$ cat src/rtl/trap_pkg.sv
// trap_pkg: shared types and constants for the machine-mode trap sequencer.
//   trap_state_e : sequencer states (RUN -> FLUSH -> REDIRECT -> RUN)
//   CAUSE_*      : synchronous exception cause codes written to mcause
//   csr_sel_e    : CSR write-port select codes
//   IRQ_CAUSE_BASE : interrupt i reports cause IRQ_CAUSE_BASE + i
package trap_pkg;

  typedef enum logic [1:0] {
    RUN      = 2'd0,
    FLUSH    = 2'd1,
    REDIRECT = 2'd2
  } trap_state_e;

  localparam logic [4:0] CAUSE_INSTR_MISALIGN = 5'd0;
  localparam logic [4:0] CAUSE_ILLEGAL        = 5'd2;
  localparam logic [4:0] CAUSE_LOAD_MISALIGN  = 5'd4;
  localparam logic [4:0] CAUSE_STORE_MISALIGN = 5'd6;

  typedef enum logic [1:0] {
    CSR_MTVEC   = 2'd0,
    CSR_MIE     = 2'd1,
    CSR_MSTATUS = 2'd2
  } csr_sel_e;

  localparam int unsigned IRQ_CAUSE_BASE = 16;

  // Misalignment of a load/store: byte never, half on odd address,
  // word on any non-multiple of four. Size 3 is handled as illegal elsewhere.
  function automatic logic ls_misaligned(input logic [1:0] size,
                                         input logic [1:0] addr_lo);
    logic mis;
    mis = 1'b0;
    case (size)
      2'd1:    mis = addr_lo[0];
      2'd2:    mis = (addr_lo != 2'd0);
      default: mis = 1'b0;
    endcase
    return mis;
  endfunction

endpackage

$ cat src/rtl/trap_prio_enc.sv
// trap_prio_enc: lowest-index-wins priority encoder.
//   req_i   : request vector (irq & mie)
//   valid_o : at least one request set
//   idx_o   : index of the lowest set request (0 when none)
module trap_prio_enc #(
  parameter int N     = 4,
  parameter int IDX_W = (N > 1) ? $clog2(N) : 1
) (
  input  logic [N-1:0]     req_i,
  output logic             valid_o,
  output logic [IDX_W-1:0] idx_o
);

  always_comb begin
    valid_o = |req_i;
    idx_o   = '0;
    // Walk from the top down so the lowest set index is the last assignment.
    for (int i = N - 1; i >= 0; i--) begin
      if (req_i[i]) idx_o = IDX_W'(i);
    end
  end

endmodule

$ cat src/rtl/trap_controller.sv
// trap_controller: machine-mode trap sequencer for the single-cycle core.
// Detects synchronous exceptions, masked interrupts and mret on the
// instruction in execute, kills it, updates the trap CSRs, and runs a
// FLUSH -> REDIRECT sequence toward the handler or the return address.
//   Inputs : instr_valid/instr/pc, opinvalid, jump_req/jump_target,
//            ls_req/ls_store/ls_size/ls_addr, mret, irq, csr_we/csr_sel/csr_wdata
//   Outputs: kill (combinational), stall/flush/pc_redirect/redirect_pc
//            (registered), mepc/mcause/mtval, in_handler
module trap_controller
  import trap_pkg::*;
#(
  parameter int              XLEN      = 32,
  parameter int              NUM_IRQ   = 4,
  parameter int              VECTORED  = 1,
  parameter logic [XLEN-1:0] TRAP_BASE = 32'h0000_0100
) (
  input  logic               clk,
  input  logic               rst_n,
  input  logic               instr_valid,
  input  logic [31:0]        instr,
  input  logic [XLEN-1:0]    pc,
  input  logic               opinvalid,
  input  logic               jump_req,
  input  logic [XLEN-1:0]    jump_target,
  input  logic               ls_req,
  input  logic               ls_store,
  input  logic [1:0]         ls_size,
  input  logic [XLEN-1:0]    ls_addr,
  input  logic               mret,
  input  logic [NUM_IRQ-1:0] irq,
  input  logic               csr_we,
  input  logic [1:0]         csr_sel,
  input  logic [XLEN-1:0]    csr_wdata,
  output logic               kill,
  output logic               stall,
  output logic               flush,
  output logic               pc_redirect,
  output logic [XLEN-1:0]    redirect_pc,
  output logic [XLEN-1:0]    mepc,
  output logic [XLEN-1:0]    mcause,
  output logic [XLEN-1:0]    mtval,
  output logic               in_handler
);

  localparam int IDX_W = (NUM_IRQ > 1) ? $clog2(NUM_IRQ) : 1;

  trap_state_e          state_q;
  logic                 stall_q, flush_q, pc_redirect_q, in_handler_q;
  logic [XLEN-1:0]      redirect_q, mepc_q, mcause_q, mtval_q, mtvec_q;
  logic [NUM_IRQ-1:0]   mie_q;
  logic                 mstatus_mie_q, mpie_q;

  logic                 irq_vld;
  logic [IDX_W-1:0]     irq_idx;

  trap_prio_enc #(.N(NUM_IRQ), .IDX_W(IDX_W)) u_prio (
    .req_i   (irq & mie_q),
    .valid_o (irq_vld),
    .idx_o   (irq_idx)
  );

  logic            in_run, illegal, jmp_mis, ls_mis;
  logic            sync_take, irq_take, mret_take;
  logic [4:0]      exc_cause;
  logic [XLEN-1:0] exc_tval, irq_cause, irq_target;

  always_comb begin
    in_run    = (state_q == RUN);
    illegal   = opinvalid || (ls_req && (ls_size == 2'd3));
    jmp_mis   = jump_req && (jump_target[1:0] != 2'd0);
    ls_mis    = ls_req && ls_misaligned(ls_size, ls_addr[1:0]);
    sync_take = in_run && instr_valid && (illegal || jmp_mis || ls_mis);
    irq_take  = in_run && instr_valid && !sync_take && mstatus_mie_q && irq_vld;
    mret_take = in_run && instr_valid && mret && !sync_take && !irq_take;

    if (illegal) begin
      exc_cause = CAUSE_ILLEGAL;
      exc_tval  = XLEN'(instr);
    end else if (jmp_mis) begin
      exc_cause = CAUSE_INSTR_MISALIGN;
      exc_tval  = jump_target;
    end else begin
      exc_cause = ls_store ? CAUSE_STORE_MISALIGN : CAUSE_LOAD_MISALIGN;
      exc_tval  = ls_addr;
    end

    irq_cause  = XLEN'(IRQ_CAUSE_BASE) + XLEN'(irq_idx);
    irq_target = (VECTORED != 0) ? (mtvec_q + (irq_cause << 2)) : mtvec_q;
  end

  assign kill = sync_take || irq_take || mret_take;

  always_ff @(posedge clk) begin
    if (!rst_n) begin
      state_q       <= RUN;
      stall_q       <= 1'b0;
      flush_q       <= 1'b0;
      pc_redirect_q <= 1'b0;
      in_handler_q  <= 1'b0;
      redirect_q    <= '0;
      mepc_q        <= '0;
      mcause_q      <= '0;
      mtval_q       <= '0;
      mtvec_q       <= TRAP_BASE;
      mie_q         <= '0;
      mstatus_mie_q <= 1'b0;
      mpie_q        <= 1'b0;
    end else begin
      case (state_q)
        RUN: begin
          if (sync_take || irq_take) begin
            mepc_q        <= pc;
            mcause_q      <= sync_take ? XLEN'(exc_cause)
                                       : {1'b1, irq_cause[XLEN-2:0]};
            mtval_q       <= sync_take ? exc_tval : '0;
            redirect_q    <= sync_take ? mtvec_q : irq_target;
            mpie_q        <= mstatus_mie_q;
            mstatus_mie_q <= 1'b0;
            in_handler_q  <= 1'b1;
            state_q       <= FLUSH;
            stall_q       <= 1'b1;
            flush_q       <= 1'b1;
          end else if (mret_take) begin
            redirect_q    <= mepc_q;
            mstatus_mie_q <= mpie_q;
            mpie_q        <= 1'b1;
            in_handler_q  <= 1'b0;
            state_q       <= FLUSH;
            stall_q       <= 1'b1;
            flush_q       <= 1'b1;
          end else if (csr_we) begin
            // Only reached when nothing is killed, so kill-cycle writes drop.
            case (csr_sel_e'(csr_sel))
              CSR_MTVEC:   mtvec_q       <= {csr_wdata[XLEN-1:2], 2'b00};
              CSR_MIE:     mie_q         <= csr_wdata[NUM_IRQ-1:0];
              CSR_MSTATUS: mstatus_mie_q <= csr_wdata[0];
              default:     ;
            endcase
          end
        end
        FLUSH: begin
          state_q       <= REDIRECT;
          flush_q       <= 1'b0;
          pc_redirect_q <= 1'b1;
        end
        REDIRECT: begin
          state_q       <= RUN;
          stall_q       <= 1'b0;
          pc_redirect_q <= 1'b0;
        end
        default: begin
          state_q       <= RUN;
          stall_q       <= 1'b0;
          flush_q       <= 1'b0;
          pc_redirect_q <= 1'b0;
        end
      endcase
    end
  end

  assign stall       = stall_q;
  assign flush       = flush_q;
  assign pc_redirect = pc_redirect_q;
  assign redirect_pc = redirect_q;
  assign mepc        = mepc_q;
  assign mcause      = mcause_q;
  assign mtval       = mtval_q;
  assign in_handler  = in_handler_q;

endmodule

$ cat config.mk
export PLATFORM = sky130hd
export DESIGN_NAME = trap_controller
export DESIGN_NICKNAME = d
export VERILOG_FILES = /design/src/rtl/trap_pkg.sv /design/src/rtl/trap_prio_enc.sv /design/src/rtl/trap_controller.sv
export SDC_FILE = /design/constraint.sdc
export NUM_CORES = 1
export LEC_CHECK = 0
export ABC_AREA = 0
export BUFFER_PORTS_ARGS = -buffer_cell sky130_fd_sc_hd__buf_2
export CORE_MARGIN = 2
export CORE_UTILIZATION = 40
export DETAILED_ROUTE_END_ITERATION = 10
export HOLD_SLACK_MARGIN = 0.12
export MAX_ROUTING_LAYER = met4
export PLACE_DENSITY = 0.71
export SLEW_MARGIN = 40
export SYNTH_ARGS = -nofsm -noshare
export SYNTH_HDL_FRONTEND = slang
export SYNTH_SLANG_ARGS = --single-unit
$ cat constraint.sdc
create_clock -name clk -period 6.41 [get_ports clk]
set_input_delay 0.641 -clock clk [delete_from_list [all_inputs] [get_ports clk]]
set_output_delay 0.641 -clock clk [all_outputs]
set_load 0.01 [all_outputs]
=== Word level (Yosys, flattened, before mapping) ===
Index checks and enable logic that the tools add are counted.

* Register bits after elaboration: 170
* Input bits: 177
* Output and inout bits: 133
* Logic and storage cells: 91

* $add $sub $neg: 2
* Equal/unequal tests: 8
* Multiplexer cells: 30
* Bitwise logic cells: 5
* Reduce and logical (&&, ||, !) cells: 33

{| class="wikitable"
|+ Operators by type and width
! operator !! number
|-
| 32-bit two-way mux || 7
|-
| 32-bit by 8-bit adder with 32-bit output || 1
|-
| 2-bit two-way mux || 7
|-
| 1-bit logical AND || 11
|-
| 5-bit AND reduction || 2
|-
| 1-bit two-way mux || 9
|-
| 2-bit equality test, second input constant || 4
|-
| 1-bit case mux with 2 select lines || 4
|-
| 2-bit AND reduction || 4
|-
| 5-bit by 2-bit adder with 6-bit output, first input constant || 1
|-
| 2-bit by 1-bit equality test with 1-bit output, second input constant || 3
|-
| 3-bit two-way mux || 2
|-
| 2-bit nonzero test || 3
|-
| 3-bit nonzero test || 2
|-
| 1-bit logical OR || 5
|-
| 4-bit AND || 1
|-
| 2-bit logical NOT || 2
|-
| 1-bit inverter || 4
|-
| 2-bit case mux with 2 select lines || 1
|-
| 4-bit OR reduction || 1
|-
| 3-bit by 1-bit inequality test with 1-bit output, second input constant || 1
|-
| 3-bit AND reduction || 1
|-
| 1-bit logical NOT || 2
|}

=== Logic depth before layout (Yosys ltp) ===
Gate-level depths: netlist of the first run.

* Word-level depth: 15
* Mapped depth: 13
* Depth with buffers taken out: 12

=== Cells and area by module ===
From an unflattened synthesis of the first run, not the netlist that was laid out.

* Cell total of the unflattened synthesis: 891
* Area, all modules: 6815.3 sq um

{| class="wikitable"
|+ By module, submodules not included
! module !! times used !! cells each !! area each (sq um) !! sequential area each (sq um)
|-
| trap_controller || 1 || 884 || 6780.3 || 2842.7
|-
| trap_prio_enc || 1 || 7 || 35.0 || 0.0
|}

=== Worst setup path after synthesis of the first run ===
No wires, ideal clock.

* Kind: input-to-reg
* From: input port irq[2]
* To: register redirect_q[20], in the netlist redirect_pc[20]
* Library setup time: 0.116 ns
* Arrival time: 2.890 ns
* Data required time: 6.294 ns
* Path slack: 3.404 ns
* Stages: 13
* Buffers on the path: 1
* Cell sequence: nand2_1 -> a32oi_1 -> a21oi_1 -> ha_1 -> inv_1 -> fa_1 -> and3b_1 -> o21ai_0 -> a211oi_1 -> clkbuf_1 -> nand3_1 -> xnor2_1 -> o211a_1

* Longest elaborated chain between the ends: 8
* Elaborated cells between the ends (all ways): 15
* Classes of those cells: add/sub: 2; mux: 5; bitwise: 1; reduce/logical: 7

{| class="wikitable"
|+ Ends and longest elaborated chain
! element !! RTL line !! text
|-
| from (decl) || trap_controller.sv:30 || <nowiki>input logic [NUM_IRQ-1:0] irq,</nowiki>
|-
| 4-bit AND * || trap_controller.sv:57 || <nowiki>.req_i (irq & mie_q),</nowiki>
|-
| 2-bit two-way mux (3 in a row) || trap_prio_enc.sv:19 || <nowiki>if (req_i[i]) idx_o = IDX_W'(i);</nowiki>
|-
| 5-bit by 2-bit adder with 6-bit output || trap_controller.sv:87 || <nowiki>irq_cause = XLEN'(IRQ_CAUSE_BASE) + XLEN'(irq_idx);</nowiki>
|-
| 32-bit by 8-bit adder with 32-bit output || trap_controller.sv:88 || <nowiki>irq_target = (VECTORED != 0) ? (mtvec_q + (irq_cause << 2)) : mtvec_q;</nowiki>
|-
| 32-bit two-way mux || trap_controller.sv:116 || <nowiki>redirect_q <= sync_take ? mtvec_q : irq_target;</nowiki>
|-
| 32-bit two-way mux || trap_controller.sv:111 || <nowiki>if (sync_take || irq_take) begin</nowiki>
|-
| to (signal assigned) || trap_controller.sv:116 ||
|-
| to (signal assigned) || trap_controller.sv:124 || <nowiki>redirect_q <= mepc_q;</nowiki>
|-
| to (decl) || trap_controller.sv:49 || <nowiki>logic [XLEN-1:0] redirect_q, mepc_q, mcause_q, mtval_q, mtvec_q;</nowiki>
|}

Mark *: on every way between the ends. The rest lies on a longest branch, timed or not.
A chain may end at the register's enable or synchronous reset.

=== Final worst setup path of the first run ===
* From: input port ls_size[0]
* To: output port kill

* Longest elaborated chain between the ends: 13
* Elaborated cells between the ends (all ways): 19
* Classes of those cells: eq/ne: 3; mux: 1; reduce/logical: 15

{| class="wikitable"
|+ Ends and longest elaborated chain
! element !! RTL line !! text
|-
| from (decl) || trap_controller.sv:27 || <nowiki>input logic [1:0] ls_size,</nowiki>
|-
| branches (longest 4 deep; another with 2-bit equality test) || - ||
|-
| 1-bit logical OR * || trap_controller.sv:72 || <nowiki>sync_take = in_run && instr_valid && (illegal || jmp_mis || ls_mis);</nowiki>
|-
| 1-bit logical AND * || trap_controller.sv:72 ||
|-
| 1-bit logical NOT || trap_controller.sv:73, trap_controller.sv:74 ||
|-
| 1-bit logical AND (3 in a row) || trap_controller.sv:73 || <nowiki>irq_take = in_run && instr_valid && !sync_take && mstatus_mie_q && irq_vld;</nowiki>
|-
| 1-bit logical NOT || trap_controller.sv:74 || <nowiki>mret_take = in_run && instr_valid && mret && !sync_take && !irq_take;</nowiki>
|-
| 1-bit logical AND || trap_controller.sv:74 ||
|-
| 1-bit logical OR * || trap_controller.sv:91 || <nowiki>assign kill = sync_take || irq_take || mret_take;</nowiki>
|-
| to (decl) || trap_controller.sv:34 || <nowiki>output logic kill,</nowiki>
|}

Mark *: on every way between the ends.

==> results of run 1 <==
==> state kept, by name (all words and copies together) (netlist names) <==
| register | cells |
|---|---|
| flush | 1 |
| in_handler | 1 |
| mcause | 4 |
| mepc | 32 |
| mie_q | 4 |
| mpie_q | 1 |
| mstatus_mie_q | 1 |
| mtval | 32 |
| mtvec_q | 30 |
| pc_redirect | 1 |
| redirect_pc | 32 |
| stall | 1 |
| state_q | 2 |
==> layout make-up <==
| class | instances | area (µm²) | share of cell area |
|---|---|---|---|
| multi-input cells | 639 | 3870 | 0.423 |
| flip-flops and latches | 142 | 2840 | 0.310 |
| repair buffers | 293 | 1510 | 0.165 |
| clock buffers | 18 | 429 | 0.0469 |
| well taps | 225 | 282 | 0.0307 |
| clock inverters | 12 | 195 | 0.0213 |
| inverters | 7 | 26.3 | 0.00287 |
| diodes | 1 | 2.50 | 0.000273 |
==> final timing paths <==
check / startpoint / to / cells after the start
worst min-delay path: csr_wdata[8] / mtvec_q[8]$_SDFFE_PN1P_ / 3
worst max-delay path: ls_size[0] / kill / 8
worst min register to register: redirect_pc[1]$_SDFFE_PN0P_ / redirect_pc[1]$_SDFFE_PN0P_ / 2
worst max register to register: mie_q[1]$_SDFFE_PN0P_ / redirect_pc[20]$_SDFFE_PN0P_ / 11
==> cells in the mapped netlist (16+ instances only) <==
cell type	number	area, µm²
a22oi_1	33	248
a21oi_1	53	265
nand3_1	50	250
dfxtp_1	142	2840
nor2_1	40	150
o21ai_0	36	180
buf_4	28	210
xor2_1	16	140
nor2b_1	33	206
nand2_1	147	552
mux2i_1	42	420
clkbuf_1	48	180
a21boi_0	40	300
==> kinds of logic (layout without fill, tap and decap cells) <==
logic type      Yosys count  in the layout
buf+inv                  98            330
xor+xnor                 25             25
fa+ha+maj                 6              6
simple gates            314            314
mux                      47             47
other cells               1             28
flops                   142            142
compound gates          220            220
==> tightest hold or removal path: stages <==
cell,delay [ns]
buf_2,0.08
mux2i_1,0.05
nand2_1,0.05
==> power groups by stage <==
stage	Sequential (mW)	Combinational (mW)	Clock, mW
floorplan	1.01	0.203	0
global placement	0.993	0.365	0
detailed placement	0.994	0.372	0
CTS	0.975	0.374	1.07
global route	0.981	0.411	1.11
finish	0.975	0.370	1.05
==> per-layer routing <==
metal / up-vias / track usage
li1: 3424 / -
met1: 3081 / 0.245
met2: 242 / 0.421
met3: 29 / 0.0548
met4: 0 / 0.0677
met5: - / -
==> cell usage in the layout, fill, tap and decap left out, types with 4 or more instances in the layout <==
cell type,netlist,final
buf_2,4,281
nand2_1,147,147
dfxtp_1,142,142
a21oi_1,53,51
nand3_1,50,50
mux2i_1,42,42
nor2_1,40,40
a21boi_0,40,40
o21ai_0,36,36
a22oi_1,33,33
nor2b_1,33,33
conb_1,1,27
clkbuf_16,0,17
xor2_1,16,16
o21ai_1,15,15
buf_4,28,11
and3_1,9,9
xnor2_1,9,9
o211a_1,9,9
nand4_1,8,8
o221ai_1,8,8
inv_1,6,6
mux2_2,5,5
ha_1,5,5
bufinv_16,0,5
and2_1,4,4
and4_1,4,4
a22o_1,4,4
clkinv_2,0,4
==> summary.txt, run 1 <==
Power and ir drop
  • Final Power: around 2.4 mW
  • Maximum vdd ir drop: about 170 µV
  • Sequential share of power: 0.407
  • Sw Share: 0.259
  • Clk pwr share: 0.439
  • P_leak: around 4.2 nW
  • Comb power frac: 0.154
  • PwrDens: 262 nW/µm²
  • Net Switching: slightly above 600 µW
  • Internal cell power: around 1.8 mW

Timing
  • Final hold violation count: 0
  • Worst setup margin: 2.97 ns
  • Tmin final: about 3.4 ns
  • RSZ-0062 raised after global routing: no
  • Headroom to the max-slew limit: 0.423
  • Clock skew: roughly 0.0088 ns
  • Final worst path period share: 0.537
  • Final setup vio count: 0
  • Fmax achieved: between 200 and 300 MHz
  • Max Slew Vio Count: 0
  • Setup TNS: 0 ns
  • Least-Margin Pin Slew: 0.864 ns
  • Hold WS: around 0.44 ns

Clock network
  • Post-CTS Setup Bufs: 0
  • CTS resizes: 0
  • CTS Root Cell: clkbuf_16
  • Num Clock Sinks: between 100 and 150
  • Hold buffer count at CTS: 0
  • Total CTS buffers: 17
  • Clock transition at path regs: around 0.050 ns
  • CTS tree: done
  • Clock Latency Late Sink: roughly 0.42 ns
  • Clock buffer depth: 2
  • CTS HTree Levels: 4

Yosys
  • Top_reg_cell synth: dfxtp_1
  • Cells after Synth: about 850
  • Synth unique cells: 57
  • Synth Warn #: 0
  • Synth Area in XOR/XNOR: 0.0311
  • Synth Area in Compound Gates: 0.207
  • Simple-gate share of the synthesized area: 0.210
  • Post-synthesis mux area share: 0.0676
  • Yosys reg bits: about 140
  • Synthesized-area fraction occupied by adder cells: 0.0117
  • Number of enable flip-flop cells after synthesis: 0
  • Asr flop ratio synth: 0
  • Seq/Total Area, Yosys: 0.403
  • Syn_area_per_cell: about 8.3 µm²
  • Largest family of logic cells by synthesized area: simple AND/OR/NAND/NOR gates
  • Mapped cell area: about 7000 µm²

Place
  • Setup WS pre-CTS: 2.67 ns
  • GPL Wtd Cong: ~0.87
  • DP HPWL: 16.2 mm
  • # port buffers: between 200 and 300
  • Dpl cells: between 1k and 1.5k
  • Dpl cell area: 8530 µm²

Floorplan
  • I/O pins: 310
  • Row Count: 48
  • Die Span Y: roughly 140 µm
  • Chip width: ~140 µm
  • Core area: between 15,000 and 20,000 µm²
  • DIE AREA: 18,700 µm²
  • Initial Utilization: 0.409

Routing
  • Met3 wire length: roughly 1.6 mm
  • Via-per-instance ratio: about 5
  • # DRC: 0
  • Avg WL per Cell: 16.3 µm
  • Vias: about 6.8k
  • Uppermost layer routed: met4
  • Iteration-0 DRC Markers: 301
  • Post-Route M1 WL: a little over 8 mm
  • Met2 Wirelength: around 12 mm
  • Drt pass-1 iters: 5
  • Post-route ant nets: 0
  • Routed wire length: 21.8 mm

Worst setup path
  • CP delay by family, top: buffers and inverters
  • Critical path's slowest cell: buf_4
  • Critical Path Fanout Max: 67
  • Reg2reg setup slack: between 3 and 4 ns
  • Endpoint class of the critical path: output pin
  • Crit-path cells: buf_2 -> ha_1 -> a21oi_4 -> buf_4 -> nand2_2 -> o41ai_2 -> inv_2 -> buf_2
  • Worst Setup Start Kind: input pin
  • CP max stage delay: about 0.50 ns
  • CP required: between 5 and 6 ns
  • Setup Crit Path Kind: in -> out
  • Crit path DAT: 2.80 ns
  • CP Buf/Inv Count: 4
  • Most frequent CP cell: buf_2

Final layout
  • Util after Layout: 0.531
  • Finished Layout Cells: between 1k and 1.5k
  • Nets: about 1.3k
  • Fillers: around 1.7k
  • Layout cell share with drive strength beyond 1: 0.308
  • Post-route cell area: 9160 µm²
  • Syn-to-layout area delta: 29.9%

Outcome
  • Status: finished clean

GRT
  • Total GRT Usage: 0.230
  • Vias in the first global route: 6,130
  • Initial antenna violation count: 1
  • First-pass GRT wire length: between 30 and 40 mm
  • GR Overflow Total: 0
  • Largest net degree at the start of global routing: 93

Job
  • Max-cap violations: 0

Worst hold path
  • Hold WC Path Type: in -> reg
Note: power is estimated with default switching activity, not from simulation.
==> run 2, diff against run 1 <==
--- a/config.mk
+++ b/config.mk
@@ -5,14 +5,14 @@
 export SDC_FILE = /design/constraint.sdc
 export NUM_CORES = 1
 export LEC_CHECK = 0
-export ABC_AREA = 0
+export ABC_AREA = 1
 export BUFFER_PORTS_ARGS = -buffer_cell sky130_fd_sc_hd__buf_2
 export CORE_MARGIN = 2
 export CORE_UTILIZATION = 40
 export DETAILED_ROUTE_END_ITERATION = 10
 export HOLD_SLACK_MARGIN = 0.12
 export MAX_ROUTING_LAYER = met4
-export PLACE_DENSITY = 0.71
+export PLACE_DENSITY = 0.73
 export SLEW_MARGIN = 40
 export SYNTH_ARGS = -nofsm -noshare
 export SYNTH_HDL_FRONTEND = slang
==> constraint.sdc (replaced) <==
create_clock -name clk -period 2.75 [get_ports clk]
set_input_delay 0.275 -clock clk [delete_from_list [all_inputs] [get_ports clk]]
set_output_delay 0.275 -clock clk [all_outputs]
set_load 0.01 [all_outputs]
==> run 2 against run 1 <==
Sequential share of layout area shrank 2.9 points; combinational power rose to 3.1 times the previous value; clock skew is essentially flat; synthesized cell count rose by 38%.
==> summary.txt, run 2 <==
Outcome
  • Status: finished clean

Place
  • GPL Wtd Cong: 0.977 (+13%)
  • DP HPWL: 19.5 mm (+21%)
  • # port buffers: 282 (unchanged)
  • Dpl cells: 1,645 (+26%)

Floorplan
  • DIE AREA: 19,800 µm² (+5.8%)
  • Core area: 18,100 µm² (+5.3%)
  • Chip width: 141 µm (+2.8%)
  • Row Count: 49 (+2.1%)
  • Initial Utilization: 0.411 (+0.00250)
  • I/O pins: 310 (unchanged)
  • Die Span Y: 141 µm (+2.8%)

Worst setup path
  • Crit path DAT: 2.76 ns (-0.04 ns)
  • Setup Crit Path Kind: reg -> reg
  • CP max stage delay: 0.36 ns (-0.14 ns)
  • CP required: 3.01 ns (-2.76 ns)
  • CP Buf/Inv Count: 4 (unchanged)
  • Crit-path cells: nand2_1 -> nand3_1 -> a21boi_1 -> buf_4 -> ha_1 -> inv_1 -> fa_1 -> inv_1 -> nand3_2 -> nand2_1 -> nand2_2 -> nor2_2 -> nand2_2 -> inv_2 -> nand2_1 -> nand2_1 -> nand3_1 -> nand2_1 -> a21oi_1
  • Endpoint class of the critical path: flip-flop
  • Critical Path Fanout Max: 5 (-93%)
  • Critical path's slowest cell: fa_1
  • Worst Setup Start Kind: flip-flop
  • Most frequent CP cell: nand2_1
  • CP delay by family, top: simple AND/OR/NAND/NOR gates

Yosys
  • Top post-synthesis cells by area: dfxtp_1, nand2_1, nor2_1
  • Count leader, synth: nand2_1
  • Synth Warn #: 0 (unchanged)
  • Post-synth top area cell: dfxtp_1
  • Area share of the largest cell type after synthesis: 0.381 (-0.0226)
  • Yosys reg bits: 142 (unchanged)
  • Number of enable flip-flop cells after synthesis: 0 (unchanged)
  • Post-synth top cells: nand2_1, nor2_1, dfxtp_1
  • Asr flop ratio synth: 0 (unchanged)
  • Top_reg_cell synth: dfxtp_1
  • Syn_area_per_cell: 6.35 µm² (-23%)
  • Synth unique cells: 40 (-30%)
  • Mapped cell area: 7470 µm² (+5.9%)
  • Cells after Synth: 1,176 (+38%)
  • Seq/Total Area, Yosys: 0.381 (-0.0226)

GRT
  • Total GRT Usage: 0.268 (+0.0381)
  • GR Overflow Total: 0 (unchanged)
  • First-pass GRT wire length: 40.7 mm (+27%)
  • Vias in the first global route: 8,044 (+31%)
  • Initial antenna violation count: 2 (+1)
  • Largest net degree at the start of global routing: 62 (-33%)

Timing
  • Least-Margin Pin Slew: 0.714 ns (-0.150 ns)
  • Final hold violation count: 0 (unchanged)
  • Headroom to the max-slew limit: 0.524 (+0.101)
  • RSZ-0062 raised after global routing: no
  • Final setup vio count: 0 (unchanged)
  • Max Slew Vio Count: 0 (unchanged)
  • Fmax achieved: about 400 MHz
  • Setup TNS: 0 ns (unchanged)
  • Tmin final: 2.50 ns
  • Final worst path period share: 0.909
  • Clock skew: 0.00891 ns (+0.000148 ns)

Final layout
  • Layout cell share with drive strength beyond 1: 0.238 (-0.0694)
  • Finished Layout Cells: 1,725 (+29%)
  • Commonest non-fill, non-tap cell in the layout: nand2_1
  • Most frequent cells in the layout: nand2_1, buf_2, nor2_1, dfxtp_1, o21ai_0
  • Nets: 1,663 (+30%)
  • Syn-to-layout area delta: 35.1%

Power and ir drop
  • Sequential share of power: 0.402 (-0.005)
  • Internal cell power: 4.07 mW (+130%)
  • Comb power frac: 0.196 (+0.042)
  • Clk pwr share: 0.402 (-0.037)
  • Net Switching: 1.69 mW (+170%)
  • Sw Share: 0.293 (+0.0342)
  • Maximum vdd ir drop: 368 µV (+110%)
  • P_leak: 4.91 nW (+17%)
  • PwrDens: 571 nW/µm² (+120%)

Routing
  • Met3 wire length: 1.85 mm (+17%)
  • Post-Route M1 WL: 10.8 mm (+30%)
  • Uppermost layer routed: met4
  • Routed wire length: 26.4 mm (+21%)
  • Avg WL per Cell: 15.3 µm (-6.2%)
  • Drt pass-1 iters: 6 (+1)
  • # DRC: 0 (unchanged)
  • Met2 Wirelength: 12.8 mm (+11%)
  • Iteration-0 DRC Markers: 545 (+81%)
  • Vias: 8,654 (+28%)
  • Post-route ant nets: 0 (unchanged)
  • Via-per-instance ratio: 5.02 (-1.0%)

Clock network
  • CTS tree: done
  • CTS HTree Levels: 4 (unchanged)
  • CTS Root Cell: clkbuf_16
  • Num Clock Sinks: 142 (unchanged)
  • Clock buffer depth: 2 (unchanged)
  • Clock Latency Late Sink: 0.42 ns (about the same)
  • Clock transition at path regs: 0.06 ns (about the same)
  • Total CTS buffers: 17 (unchanged)

Job
  • Max-cap violations: 0 (unchanged)

Worst hold path
  • Hold WC Path Type: in -> reg
[run 2: cell types whose count changed after synthesis, sizes merged, moves of 41 or more]
cell,change
nor2,+164
nand2,+212
o21ai,+75
mux2i,-42
a21boi,-41
inv,+67
[run 2: logic make-up (layout without fill, tap and decap cells)]
logic type	after synthesis	count (layout)	synth area share
flops	142	142	0.381
compound gates	211	211	0.146
buf+inv	165	456	0.104
simple gates	642	642	0.347
fa+ha+maj	6	6	0.0111
xor+xnor	9	9	0.0106
other cells	1	30	0.000502
[run 2: power groups by stage]
| stage | logic (mW) | registers (mW) | clock network [mW] |
|---|---|---|---|
| after global routing | 1.26 | 2.33 | 2.43 |
| final | 1.13 | 2.32 | 2.31 |
| after floorplan | 0.572 | 2.40 | 0 |
| after detailed placement | 1.08 | 2.36 | 0 |
| after global placement | 1.06 | 2.36 | 0 |
| after CTS | 1.13 | 2.32 | 2.35 |
[run 2: worst min-delay path, cell delays in order]
cell	delay, ns
buf_2	0.08
o21ai_0	0.07
nor2_1	0.08
[run 2: path summary, 6_finish.rpt]
path / cells past startpoint / slack (ns) / from / to
min: 3 / 0.13 / pc[31] / mepc[31]$_SDFFE_PN0P_
max reg2reg: 19 / 0.25 / mie_q[2]$_SDFFE_PN0P_ / redirect_pc[16]$_SDFFE_PN0P_
max: 19 / 0.25 / mie_q[2]$_SDFFE_PN0P_ / redirect_pc[16]$_SDFFE_PN0P_
min reg2reg: 2 / 0.46 / mtval[31]$_SDFFE_PN0P_ / mtval[31]$_SDFFE_PN0P_
[run 2: layout make-up]
| type | instances | area (µm²) |
|---|---|---|
| well taps | 229 | 287 |
| clock buffers | 23 | 478 |
| flip-flops and latches | 142 | 2840 |
| repair buffers | 348 | 2090 |
| clock inverters | 9 | 109 |
| fillers | 1834 | 8060 |
| multi-input cells | 895 | 3980 |
| inverters | 76 | 288 |
| diodes | 3 | 7.51 |
[run 2: timing repair]
item,CTS,global route
endpoints found under the hold margin,46,0
gates resized for setup,0,8
buffers inserted,0,0
endpoints found under the setup margin,0,10
hold buffers,45,0
[run 2: metal layers]
metal,global-route usage,up-vias
li1,-,4298
met1,0.310,3952
met2,0.454,355
met3,0.0537,49
met4,0.116,0
met5,-,-
[run 2: stage by stage]
| step | utilization | hold WS, ns | setup WS, ns | area [µm²] | power [mW] |
|---|---|---|---|---|---|
| floorplan | - | 0.410 | 0.516 | 7560 | 2.97 |
| global placement | 0.497 | 0.437 | 0.0780 | 9020 | 3.42 |
| detailed placement | 0.497 | 0.449 | 0.0158 | 9020 | 3.44 |
| CTS | 0.554 | 0.120 | 0.0911 | 10100 | 5.79 |
| global route | 0.556 | 0.130 | 0.00274 | 10100 | 6.02 |
| finish | 0.556 | 0.135 | 0.250 | 10100 | 5.76 |
